[config.mk]
export PLATFORM = sky130hd
export DESIGN_NAME = router_wr_ctrl_flat
export DESIGN_NICKNAME = d
export VERILOG_FILES = /design/src/rtl/router_wr_ctrl_if.sv /design/src/rtl/router_wr_ctrl.sv /design/src/flat_wrapper.sv
export SDC_FILE = /design/constraint.sdc
export NUM_CORES = 1
export LEC_CHECK = 0
export CORE_ASPECT_RATIO = 1.4
export CORE_MARGIN = 2
export CORE_UTILIZATION = 57
export CTS_CLUSTER_DIAMETER = 40
export DETAILED_ROUTE_END_ITERATION = 6
export PLACE_DENSITY_LB_ADDON = 0.05
export SLEW_MARGIN = 20
export SYNTH_ARGS = -nofsm -noshare
export SYNTH_HDL_FRONTEND = slang
export SYNTH_SLANG_ARGS = --single-unit
[constraint.sdc]
create_clock -name wr_clk -period 3.1 [get_ports wr_clk]
set_input_delay 0.62 -clock wr_clk [delete_from_list [all_inputs] [get_ports wr_clk]]
set_output_delay 0.62 -clock wr_clk [all_outputs]
set_load 0.05 [all_outputs]
[src/rtl/router_wr_ctrl_if.sv]
// Byte-stream and FIFO write-port bundle for the router write controller.
// The master side supplies packet bytes and the FIFO full flags; the slave
// side (the controller) returns backpressure, write strobes and status pulses.
interface router_wr_ctrl_if #(
    parameter int DATA_W = 8
);
    logic              pkt_valid;
    logic [DATA_W-1:0] data_in;
    logic [2:0]        fifo_full;
    logic              busy;
    logic [2:0]        fifo_wr_en;
    logic [DATA_W-1:0] fifo_data;
    logic              err;
    logic              pkt_done;

    modport master (
        output pkt_valid, data_in, fifo_full,
        input  busy, fifo_wr_en, fifo_data, err, pkt_done
    );

    modport slave (
        input  pkt_valid, data_in, fifo_full,
        output busy, fifo_wr_en, fifo_data, err, pkt_done
    );
endinterface

[src/rtl/router_wr_ctrl.sv]
// Write-side packet controller of the 1x3 router. Decodes the header byte,
// steers header/payload/parity into one of three FIFO write ports, stalls
// while the selected FIFO is full and checks packet parity.
module router_wr_ctrl #(
    parameter int DATA_W = 8,
    parameter int LEN_W  = 6
) (
    input logic              wr_clk,
    input logic              reset,
    router_wr_ctrl_if.slave  bus
);

    typedef enum logic [1:0] {
        IDLE,
        LOAD,
        PARITY,
        DROP
    } state_t;

    state_t            state;
    logic [LEN_W-1:0]  count;
    logic [DATA_W-1:0] parity_acc;
    logic [1:0]        dest;
    logic              err_q;
    logic              done_q;

    logic [1:0]        hdr_dest;
    logic [LEN_W-1:0]  hdr_len;
    logic [3:0]        full_ext;
    logic [1:0]        wr_sel;
    logic              writing;
    logic              busy_c;
    logic              accept;

    // Header fields are decoded straight off the incoming byte; destination 3
    // has no FIFO, so its full flag is tied low.
    assign hdr_dest = bus.data_in[1:0];
    assign hdr_len  = bus.data_in[2 +: LEN_W];
    assign full_ext = {1'b0, bus.fifo_full};

    // Backpressure and write steering, combinational so a write lands on the
    // same edge that accepts the byte.
    always_comb begin
        // NOTE: every output of this block gets a default first, so no path
        // leaves a signal unassigned and no latch is inferred.
        wr_sel  = dest;
        writing = 1'b0;
        busy_c  = 1'b0;
        case (state)
            IDLE: begin
                wr_sel  = hdr_dest;
                writing = (hdr_dest != 2'd3);
                busy_c  = bus.pkt_valid && writing && full_ext[hdr_dest];
            end
            LOAD, PARITY: begin
                writing = 1'b1;
                busy_c  = full_ext[dest];
            end
            default: begin
                writing = 1'b0;
                busy_c  = 1'b0;
            end
        endcase
        if (!reset) begin
            busy_c = 1'b1;
        end
        accept = bus.pkt_valid && !busy_c && reset;
    end

    assign bus.busy       = busy_c;
    assign bus.fifo_wr_en = (accept && writing) ? (3'b001 << wr_sel) : 3'b000;
    assign bus.fifo_data  = bus.data_in;
    assign bus.err        = err_q;
    assign bus.pkt_done   = done_q;

    // Packet sequencing: length count, parity accumulation and status pulses.
    always_ff @(posedge wr_clk) begin
        // NOTE: state registers use non-blocking assignments so every flop
        // samples the pre-edge values regardless of statement order.
        if (!reset) begin
            state      <= IDLE;
            count      <= '0;
            parity_acc <= '0;
            dest       <= '0;
            err_q      <= 1'b0;
            done_q     <= 1'b0;
        end else begin
            err_q  <= 1'b0;
            done_q <= 1'b0;
            if (accept) begin
                case (state)
                    IDLE: begin
                        count <= hdr_len;
                        if (hdr_dest == 2'd3) begin
                            err_q <= 1'b1;
                            state <= DROP;
                        end else begin
                            dest       <= hdr_dest;
                            parity_acc <= bus.data_in;
                            state      <= (hdr_len == '0) ? PARITY : LOAD;
                        end
                    end
                    LOAD: begin
                        parity_acc <= parity_acc ^ bus.data_in;
                        count      <= count - LEN_W'(1);
                        if (count == LEN_W'(1)) begin
                            state <= PARITY;
                        end
                    end
                    PARITY: begin
                        done_q <= 1'b1;
                        err_q  <= (bus.data_in != parity_acc);
                        state  <= IDLE;
                    end
                    default: begin
                        // Dropping: len payload bytes plus the parity byte.
                        if (count == '0) begin
                            state <= IDLE;
                        end else begin
                            count <= count - LEN_W'(1);
                        end
                    end
                endcase
            end
        end
    end

endmodule

[src/flat_wrapper.sv]
// flat-port wrapper written by rule: the top's interface ports become plain ports
module router_wr_ctrl_flat 
#(
    parameter int DATA_W = 8,
    parameter int LEN_W  = 6
)
  (wr_clk, reset, bus_pkt_valid, bus_data_in, bus_fifo_full, bus_busy, bus_fifo_wr_en, bus_fifo_data, bus_err, bus_pkt_done);
  router_wr_ctrl_if #(.DATA_W(DATA_W)) bus_i ();
  input logic wr_clk;
  input logic reset;
  input wire logic [$bits(bus_i.pkt_valid)-1:0] bus_pkt_valid;
  input wire logic [$bits(bus_i.data_in)-1:0] bus_data_in;
  input wire logic [$bits(bus_i.fifo_full)-1:0] bus_fifo_full;
  output wire logic [$bits(bus_i.busy)-1:0] bus_busy;
  output wire logic [$bits(bus_i.fifo_wr_en)-1:0] bus_fifo_wr_en;
  output wire logic [$bits(bus_i.fifo_data)-1:0] bus_fifo_data;
  output wire logic [$bits(bus_i.err)-1:0] bus_err;
  output wire logic [$bits(bus_i.pkt_done)-1:0] bus_pkt_done;
  assign bus_i.pkt_valid = bus_pkt_valid;
  assign bus_i.data_in = bus_data_in;
  assign bus_i.fifo_full = bus_fifo_full;
  assign bus_busy = bus_i.busy;
  assign bus_fifo_wr_en = bus_i.fifo_wr_en;
  assign bus_fifo_data = bus_i.fifo_data;
  assign bus_err = bus_i.err;
  assign bus_pkt_done = bus_i.pkt_done;
  router_wr_ctrl #(.DATA_W(DATA_W), .LEN_W(LEN_W)) u_core (.wr_clk(wr_clk), .reset(reset), .bus(bus_i));
endmodule
Yosys cells after proc, flatten, opt, wreduce, memory -nomap -nowiden:

Cells that the tools add are included.

* equal/unequal tests: 9
* mux-type cells: 21
* shift operators: 1
* reduce and logical (&&, ||, !) cells: 17
* add/subtract/negate cells: 1
* magnitude comparators: 2
* bitwise operators: 3

Operators with widths (number)
* one-hot mux 6 bit (3 select lines): 1
* one-hot mux 8 bit (2 select lines): 1
* zero test 6 bit: 2
* AND reduction 3 bit: 4
* 2-to-1 mux 2 bit: 5
* 2-to-1 mux 8 bit: 1
* != test 8 bit: 1
* bitwise XOR 8 bit: 1
* equality test 6 x 1 -> 1 bit (second input constant): 1
* < comparator 2 x 3 -> 1 bit (second input constant): 2
* 2-to-1 mux 6 bit: 1
* one-hot mux 1 bit (2 select lines): 3
* one-hot mux 2 bit (3 select lines): 1
* subtractor 6 x 1 -> 6 bit (second input constant): 1
* logical AND 1 bit: 5
* 2-to-1 mux 1 bit: 5
* binary-select mux 1 bit (select 2 bit): 2
* equality test 2 bit (second input constant): 2
* != test 2 bit (second input constant): 2
* nonzero test 4 bit: 1
* 2-to-1 mux 3 bit: 1
* != test 3 bit (second input constant): 1
* left shift 1 x 2 -> 3 bit (first input constant): 1
* equality test 2 x 1 -> 1 bit (second input constant): 1
* 7 further kinds: 8

* register bits after elaboration: 20
* output and inout port bits: 14
* bits of input ports: 14
* logic and storage cells: 60

Depth between registers and ports, before layout:

Gate-level depths: netlist of the first run.

* depth after elaboration: 10
* mapped depth: 9
* depth with buffers taken out: 7

Least setup slack after synthesis of the first run:

No wires, ideal clock.

* kind: in2out
* start: in bus_data_in[1]
* end: out bus_fifo_wr_en[0]
* cell stages on the path: 6
* data required time: 2.480 ns
* arrival time: 2.867 ns
* setup slack: -0.387 ns
* cells stage by stage: buf_4 nor3_4 a21oi_2 a21boi_2 nand2_1 nor4_1

* word-level cells in the longest chain between the ends: 10

Ends and longest elaborated chain
* start, declared: line flat_wrapper.sv:12 `input wire logic [$bits(bus_i.data_in)-1:0] bus_data_in;`
* binary-select mux 1 bit (select 2 bit) / != test 2 bit (equally long branches): line router_wr_ctrl.sv:53, router_wr_ctrl.sv:52
* 2-to-1 mux 1 bit (implied by the code) / logical AND 1 bit (equally long branches): line router_wr_ctrl.sv:53 `busy_c = bus.pkt_valid && writing && full_ext[hdr_dest];`
* logical AND 1 bit: line router_wr_ctrl.sv:53
* one-hot mux 1 bit (2 select lines): line router_wr_ctrl.sv:49 `case (state)`
* 2-to-1 mux 1 bit: line router_wr_ctrl.sv:64 `if (!reset) begin`
* zero test 1 bit: line router_wr_ctrl.sv:67 `accept = bus.pkt_valid && !busy_c && reset;`
* logical AND 1 bit (2 in series): line router_wr_ctrl.sv:67
* logical AND 1 bit: line router_wr_ctrl.sv:71 `assign bus.fifo_wr_en = (accept && writing) ? (3'b001 << wr_sel) : 3'b000;`
* 2-to-1 mux 3 bit (*): line router_wr_ctrl.sv:71
* end, declared: line flat_wrapper.sv:15 `output wire logic [$bits(bus_i.fifo_wr_en)-1:0] bus_fifo_wr_en;`

Every way passes the cells marked *; elsewhere a longest branch is shown, timed or not. The select of a mux whose other input is x is not followed.

Final worst setup path of the first run:

* start: in bus_fifo_full[0]
* end: out bus_fifo_wr_en[0]

* word-level cells in the longest chain between the ends: 10

Ends and longest elaborated chain
* start, declared: line flat_wrapper.sv:13 `input wire logic [$bits(bus_i.fifo_full)-1:0] bus_fifo_full;`
* binary-select mux 1 bit (select 2 bit): line router_wr_ctrl.sv:53
* 2-to-1 mux 1 bit (implied by the code): line router_wr_ctrl.sv:53
* logical AND 1 bit: line router_wr_ctrl.sv:53
* one-hot mux 1 bit (2 select lines) (*): line router_wr_ctrl.sv:49
* 2-to-1 mux 1 bit (*): line router_wr_ctrl.sv:64
* zero test 1 bit (*): line router_wr_ctrl.sv:67
* logical AND 1 bit (*) (2 in series): line router_wr_ctrl.sv:67
* logical AND 1 bit (*): line router_wr_ctrl.sv:71
* 2-to-1 mux 3 bit (*): line router_wr_ctrl.sv:71

Marked as above.

==> results of run 1 <==
[worst paths after layout]
path | to | cells past startpoint
max | bus_fifo_wr_en[0] | 8
min | u_core.count[5] | 2
max reg2reg | u_core.parity_acc[7] | 8
min reg2reg | u_core.count[5] | 2
[kinds of logic after synthesis]
logic type	Yosys count
AO/OA/AOI/OAI	41
AND/OR/NAND/NOR	78
buffers and inverters	26
XOR/XNOR	11
flip-flops	20
adder cells (fa/ha/maj)	7
multiplexers	10
[metrics by stage]
step / setup TNS, ns / area (um2)
2_1_floorplan: -0.7741 / 1660
3_3_place_gp: 0 / 1994
3_5_place_dp: 0 / 1994
4_1_cts: 0 / 2049
5_1_grt: 0 / 2061
6_report: 0 / 2061
[layer usage]
| metal | wire [um] | GRT usage |
|---|---|---|
| met3 | 129 | 0.03493 |
| met2 | 2247 | 0.4867 |
| met1 | 1648 | 0.2910 |
| met5 | 0 | 0 |
| met4 | 82 | 0.1354 |
[cells in the mapped netlist, types with 2 or more instances]
cell type and n:
nand4b_1 8, nor4_1 3, a21oi_1 9, o311ai_1 8, xnor2_1 10, inv_1 7
dfxtp_1 20, mux2i_1 9, o211ai_2 8, nand2_1 18, o221a_2 2, ha_1 7
nand2b_1 12, nor3_1 4, nand3_1 3, clkbuf_1 6, nor2_1 9, buf_4 11
nor2b_1 9, buf_6 2, nand4_1 2
[registers in the layout (all words and copies together), names as in the netlist]
signal               count
u_core.count             6
u_core.state             2
u_core.bus.err           1
u_core.bus.pkt_done      1
u_core.parity_acc        8
u_core.dest              2
[worst reg2reg max path, delay by kind of cell (launching register included)]
kind	cells	cell delay [ns]
AOI/OAI and AO/OA	2	0.47
buffers and inverters	2	0.35
adders and majority gates	1	0.26
and+or+nand+nor	3	0.67
DFF	1	0.34
[cell type report]
class	count	share of cell area
Multi-Input combinational cell	147	0.5398
Timing Repair Buffer	42	0.2040
Sequential cell	20	0.1943
Clock buffer	4	0.02672
Tap cell	37	0.02247
Inverter	7	0.01275
[where the power goes]
| part | switching [mW] | internal, mW |
|---|---|---|
| Clock | 0.0879 | 0.113 |
| Sequential | 0.107 | 0.351 |
| Combinational | 0.534 | 0.455 |
| Total | 0.729 | 0.919 |
==> results_dict.tcl, run 1 <==
set metrics [dict create \
    max_freq_mhz 337.9 \
    period_share 0.9547 \
    final_util 0.7307 \
    critPathLaunch "bus_fifo_full[0]" \
    layout-drive-gt1-share 0.2182 \
    power_density_mw_per_mm2 799.9 \
    final_max_slew_viol_count 0 \
    coreArea_mm2 0.002820 \
    synth-simple-area-share 0.2735 \
    grt_start_max_net_pins 28 \
    hold_path.class "flop to flop" \
    yosysSeqAreaShare 0.2411 \
    finalPower_mw 1.648 \
    finalClockSkew_ns 0.001498 \
    maxCapViolCount 0 \
    multi_input_area_mm2 0.001112 \
    cp_top_family "buffers and inverters" \
    worstMarginPinSlew_ns 0.5500 \
    cts.clk_slew.worst_paths_ns 0.08 \
    antenna_left 0 \
    numCtsBuffers 3 \
    clkSinkCount 20 \
    synth_area_per_cell_um2 8.603 \
    dp_cells 253 \
    start_util 0.5887 \
    io_buffers 27 \
    cts_resized 0 \
    synth_top_family_by_area "simple AND/OR/NAND/NOR gates" \
    fin_crit_ns 2.960 \
    grtUsageTotal 0.2619 \
    required_ns 2.48 \
    ios 28 \
    syn_to_final_growth_pct 24.11 \
    rows 23 \
    synth.top_cell.area_share 0.2411 \
    cts_buffer_depth 2 \
    ys.flop_type "dfxtp_1" \
    worstPathMaxFanout 6 \
    layout_commonest_cell "dfxtp_1" \
    cts_root_buf "clkbuf_8" \
    antenna_found_initial 0 \
    vias 1515 \
    die_w_um 49.62 \
    hp-start "u_core.count[5]" \
    synthAdderAreaFrac 0.05275 \
    synth_xor_area_frac 0.05803 \
    critPathBufInv 3 \
    fill_cells 232 \
    rsz0062_at_grt "false" \
    syn_area_mm2 0.001660 \
    yosys-top-cells-area "dfxtp_1 (24%), o211ai_2 (6.0%), mux2i_1 (5.4%)" \
    critPathLaunchType "input pin" \
    hold_viol 0 \
    synth_nets 214 \
    layoutNonFillerInstCount 257 \
    setup_viol 0 \
    path_cells "clkdlybuf4s50_1 -> nor2b_1 -> a211oi_2 -> o21a_1 -> nand2_1 -> nor4_1 -> buf_4 -> buf_12" \
    clock_latency_ns 0.25 \
    outcome "finished, final reports clean" \
    fin_ws_ns 0.1405 \
    drc 0 \
    yosys-mux-area-fraction 0.06104 \
    yosys.area.top_type "dfxtp_1" \
    synthArstFlopShare 0 \
    viasPerCell 5.895 \
    antennaDiodeCount 0 \
    cts_hold_buf 0 \
    relSlewSlack 0.6334 \
    critPathKind "input pin to output port" \
    cts-htree-levels 1 \
    synth_compound_area_frac 0.2208 \
    r2r_setup_slack_ns 0.93 \
    cts_setup_buffers 0 \
    cts_tree "built" \
    first_iter_violations 39 \
    yosys_warnings 0 \
    grt_overflow_total 0 \
    die_y_um 67.86 \
    cp-end-kind "output port" \
    wl_per_cell_um 15.98 \
    ys_seq_elements 20 \
    routed_wirelength_mm 4.107 \
    crit_slowest_cell "clkdlybuf4s50_1" \
    max_stage_delay_ns 0.47 \
    synth-edff-count 0 \
    first_global_vias 1531 \
    holdWs_ns 0.5056 \
    fin_nets 242 \
    worstPathArrival_ns 2.34 \
    dr.pass1.iters 4 \
    yosysUniqueCellTypes 47 \
    p_leak_nw 0.8798 \
    place_congestion 0.8502 \
    worstReg2RegStart "u_core.state[0]" \
    register_area_um2 400.4 \
    place.detailed.hpwl_mm 3.146 \
    place_ws_ns 0.07553 \
    dieArea_mm2 0.003367 \
    syn_inst 193 \
    peakVddDrop_uv 615.5 \
    grt_pass1_wl_mm 6.803 \
    layout_common_cells "dfxtp_1 (20), nand2_1 (18), clkdlybuf4s50_1 (18), buf_4 (18), nand2b_1 (12)" \
]
(Power assumes the default switching activity.)
==> run 2, diff against run 1 <==
- HOLD_SLACK_MARGIN: default -> 0.05
==> results of run 2 <==
No change in the layout: final DEF, timing and power equal those of run 1.
==> run 3, diff against run 2 <==
- CORE_ASPECT_RATIO: 1.4 -> 1.2
==> run 3 against run 2 <==
  * Critical path depth fell by 1
  * Via count rose by 0.20%
  * Register-to-register slack got worse by 0.05 ns
  * Non-clock buffer count fell by 2
  * Clock power fell by 36%
  * Core utilization fell by 0.88 points
  * Critical endpoint is now bus_fifo_wr_en[2]
  * Largest power group unchanged
==> results_dict.tcl, run 3 (synthesis results as in run 1) <==
set metrics [dict create \
    outcome "finished, final reports clean" \
    highest_layer "met4" \
    syn_to_final_growth_pct 21.10 \
    drc 0 \
    cp_top_family "buffers and inverters" \
    critPathBufInv 2 \
    cts_hold_buf 0 \
    regMostFlops "u_core.parity_acc" \
    grt_overflow_total 0 \
    cts_root_buf "clkbuf_4" \
    layout_common_cells "dfxtp_1 (20), clkdlybuf4s50_1 (19), nand2_1 (17), buf_4 (17), nand2b_1 (12)" \
    cts.clk_slew.worst_paths_ns 0.11 \
    period_share 0.9844 \
    met2_length_mm 2.087 \
    place_ws_ns 0.05149 \
    largestRegisters "u_core.parity_acc (8), u_core.count (6)" \
    worstMarginPinSlew_ns 0.5908 \
    cts-htree-levels 1 \
    antenna_left 0 \
    max_freq_mhz 327.7 \
    fin_ws_ns 0.04834 \
    ios 28 \
    vias 1518 \
    hold_viol 0 \
    viasPerCell 6.048 \
    fin_setup_tns_ns 0 \
    dr.pass1.iters 4 \
    p_leak_nw 0.8383 \
    path_cells "clkdlybuf4s50_1 -> nand2b_1 -> a21oi_2 -> a21boi_2 -> nand2_2 -> nor3_1 -> buf_12" \
    routed_wirelength_mm 4.022 \
    peakVddDrop_uv 583.0 \
    grt_start_max_net_pins 28 \
    clock_latency_ns 0.30 \
    dp_cells 248 \
    worstPathMaxFanout 7 \
    largest_reg_flops 8 \
    final_util 0.7219 \
    wl_met3_um 112 \
    wl_met1_mm 1.755 \
    fin_nets 240 \
    critPathLaunchType "input pin" \
    max_stage_delay_ns 0.64 \
    cp-end-kind "output port" \
    layoutNonFillerInstCount 251 \
    dieArea_mm2 0.003362 \
    critPathKind "input pin to output port" \
    die_w_um 53.27 \
    place.detailed.hpwl_mm 2.973 \
    coreArea_mm2 0.002785 \
    place_congestion 0.8363 \
    crit_slowest_cell "clkdlybuf4s50_1" \
    relSlewSlack 0.6061 \
    fin_crit_ns 3.052 \
    cts_tree "built" \
    hold_path.class "flop to flop" \
    placed_area_mm2 0.001973 \
    rows 21 \
    grtUsageTotal 0.2571 \
    start_util 0.5961 \
    io_buffers 27 \
    layout_commonest_cell "dfxtp_1" \
    wl_per_cell_um 16.02 \
    setup_viol 0 \
    power_density_mw_per_mm2 782.9 \
    finalPower_mw 1.574 \
    antennaDiodeCount 0 \
    layout-drive-gt1-share 0.2212 \
    finalClockSkew_ns 0.003148 \
    clkSinkCount 20 \
    worstPathArrival_ns 2.43 \
    required_ns 2.48 \
    numCtsBuffers 3 \
    die_y_um 63.12 \
    final_max_slew_viol_count 0 \
    holdWs_ns 0.5033 \
    first_global_vias 1495 \
    first_iter_violations 31 \
    grt_pass1_wl_mm 6.651 \
    antenna_found_initial 0 \
    maxCapViolCount 0 \
    cts_buffer_depth 2 \
    final_cell_area_mm2 0.002011 \
]
## run 3: cell type report
type                            count  area, um2
Multi-Input combinational cell    147       1121
Inverter                            7      26.28
Timing Repair Buffer               40      397.9
Clock buffer                        3      22.52
Tap cell                           34      42.54
Fill cell                         236      774.5
Sequential cell                    20      400.4
## run 3: worst reg2reg max path: stages (launching register included)
cell      delay, ns
dfxtp_1        0.36
inv_1          0.09
ha_1           0.53
nor2_1         0.11
nand3b_1       0.19
a21o_4         0.24
or2_1          0.40
o211ai_2       0.23
## run 3: report_power, final
part / switching [mW] / leakage [nW] / internal, mW
clock network: 0.0826 / 0.0138 / 0.0453
registers: 0.105 / 0.164 / 0.351
logic: 0.535 / 0.660 / 0.456
total: 0.723 / 0.838 / 0.851
## run 3: worst paths after layout
path	startpoint	to	slack, ns	depth (start not counted)
setup reg to reg	u_core.state[1]	u_core.parity_acc[7]	0.88	7
setup / recovery	bus_data_in[0]	bus_fifo_wr_en[2]	0.05	7
hold / removal	u_core.count[5]	u_core.count[5]	0.50	2
hold reg to reg	u_core.count[5]	u_core.count[5]	0.50	2
## run 3: timing repair
item                                    4_1_cts  5_1_grt
buffers inserted                              0        0
endpoints found under the setup margin        0        3
resized for setup                             0        3
## run 3: layer usage
layer  vias up  track usage
met5         -            0
met4         0      0.09615
met3         8      0.03081
met2        36       0.4444
met1       731       0.3140
li1        743            -
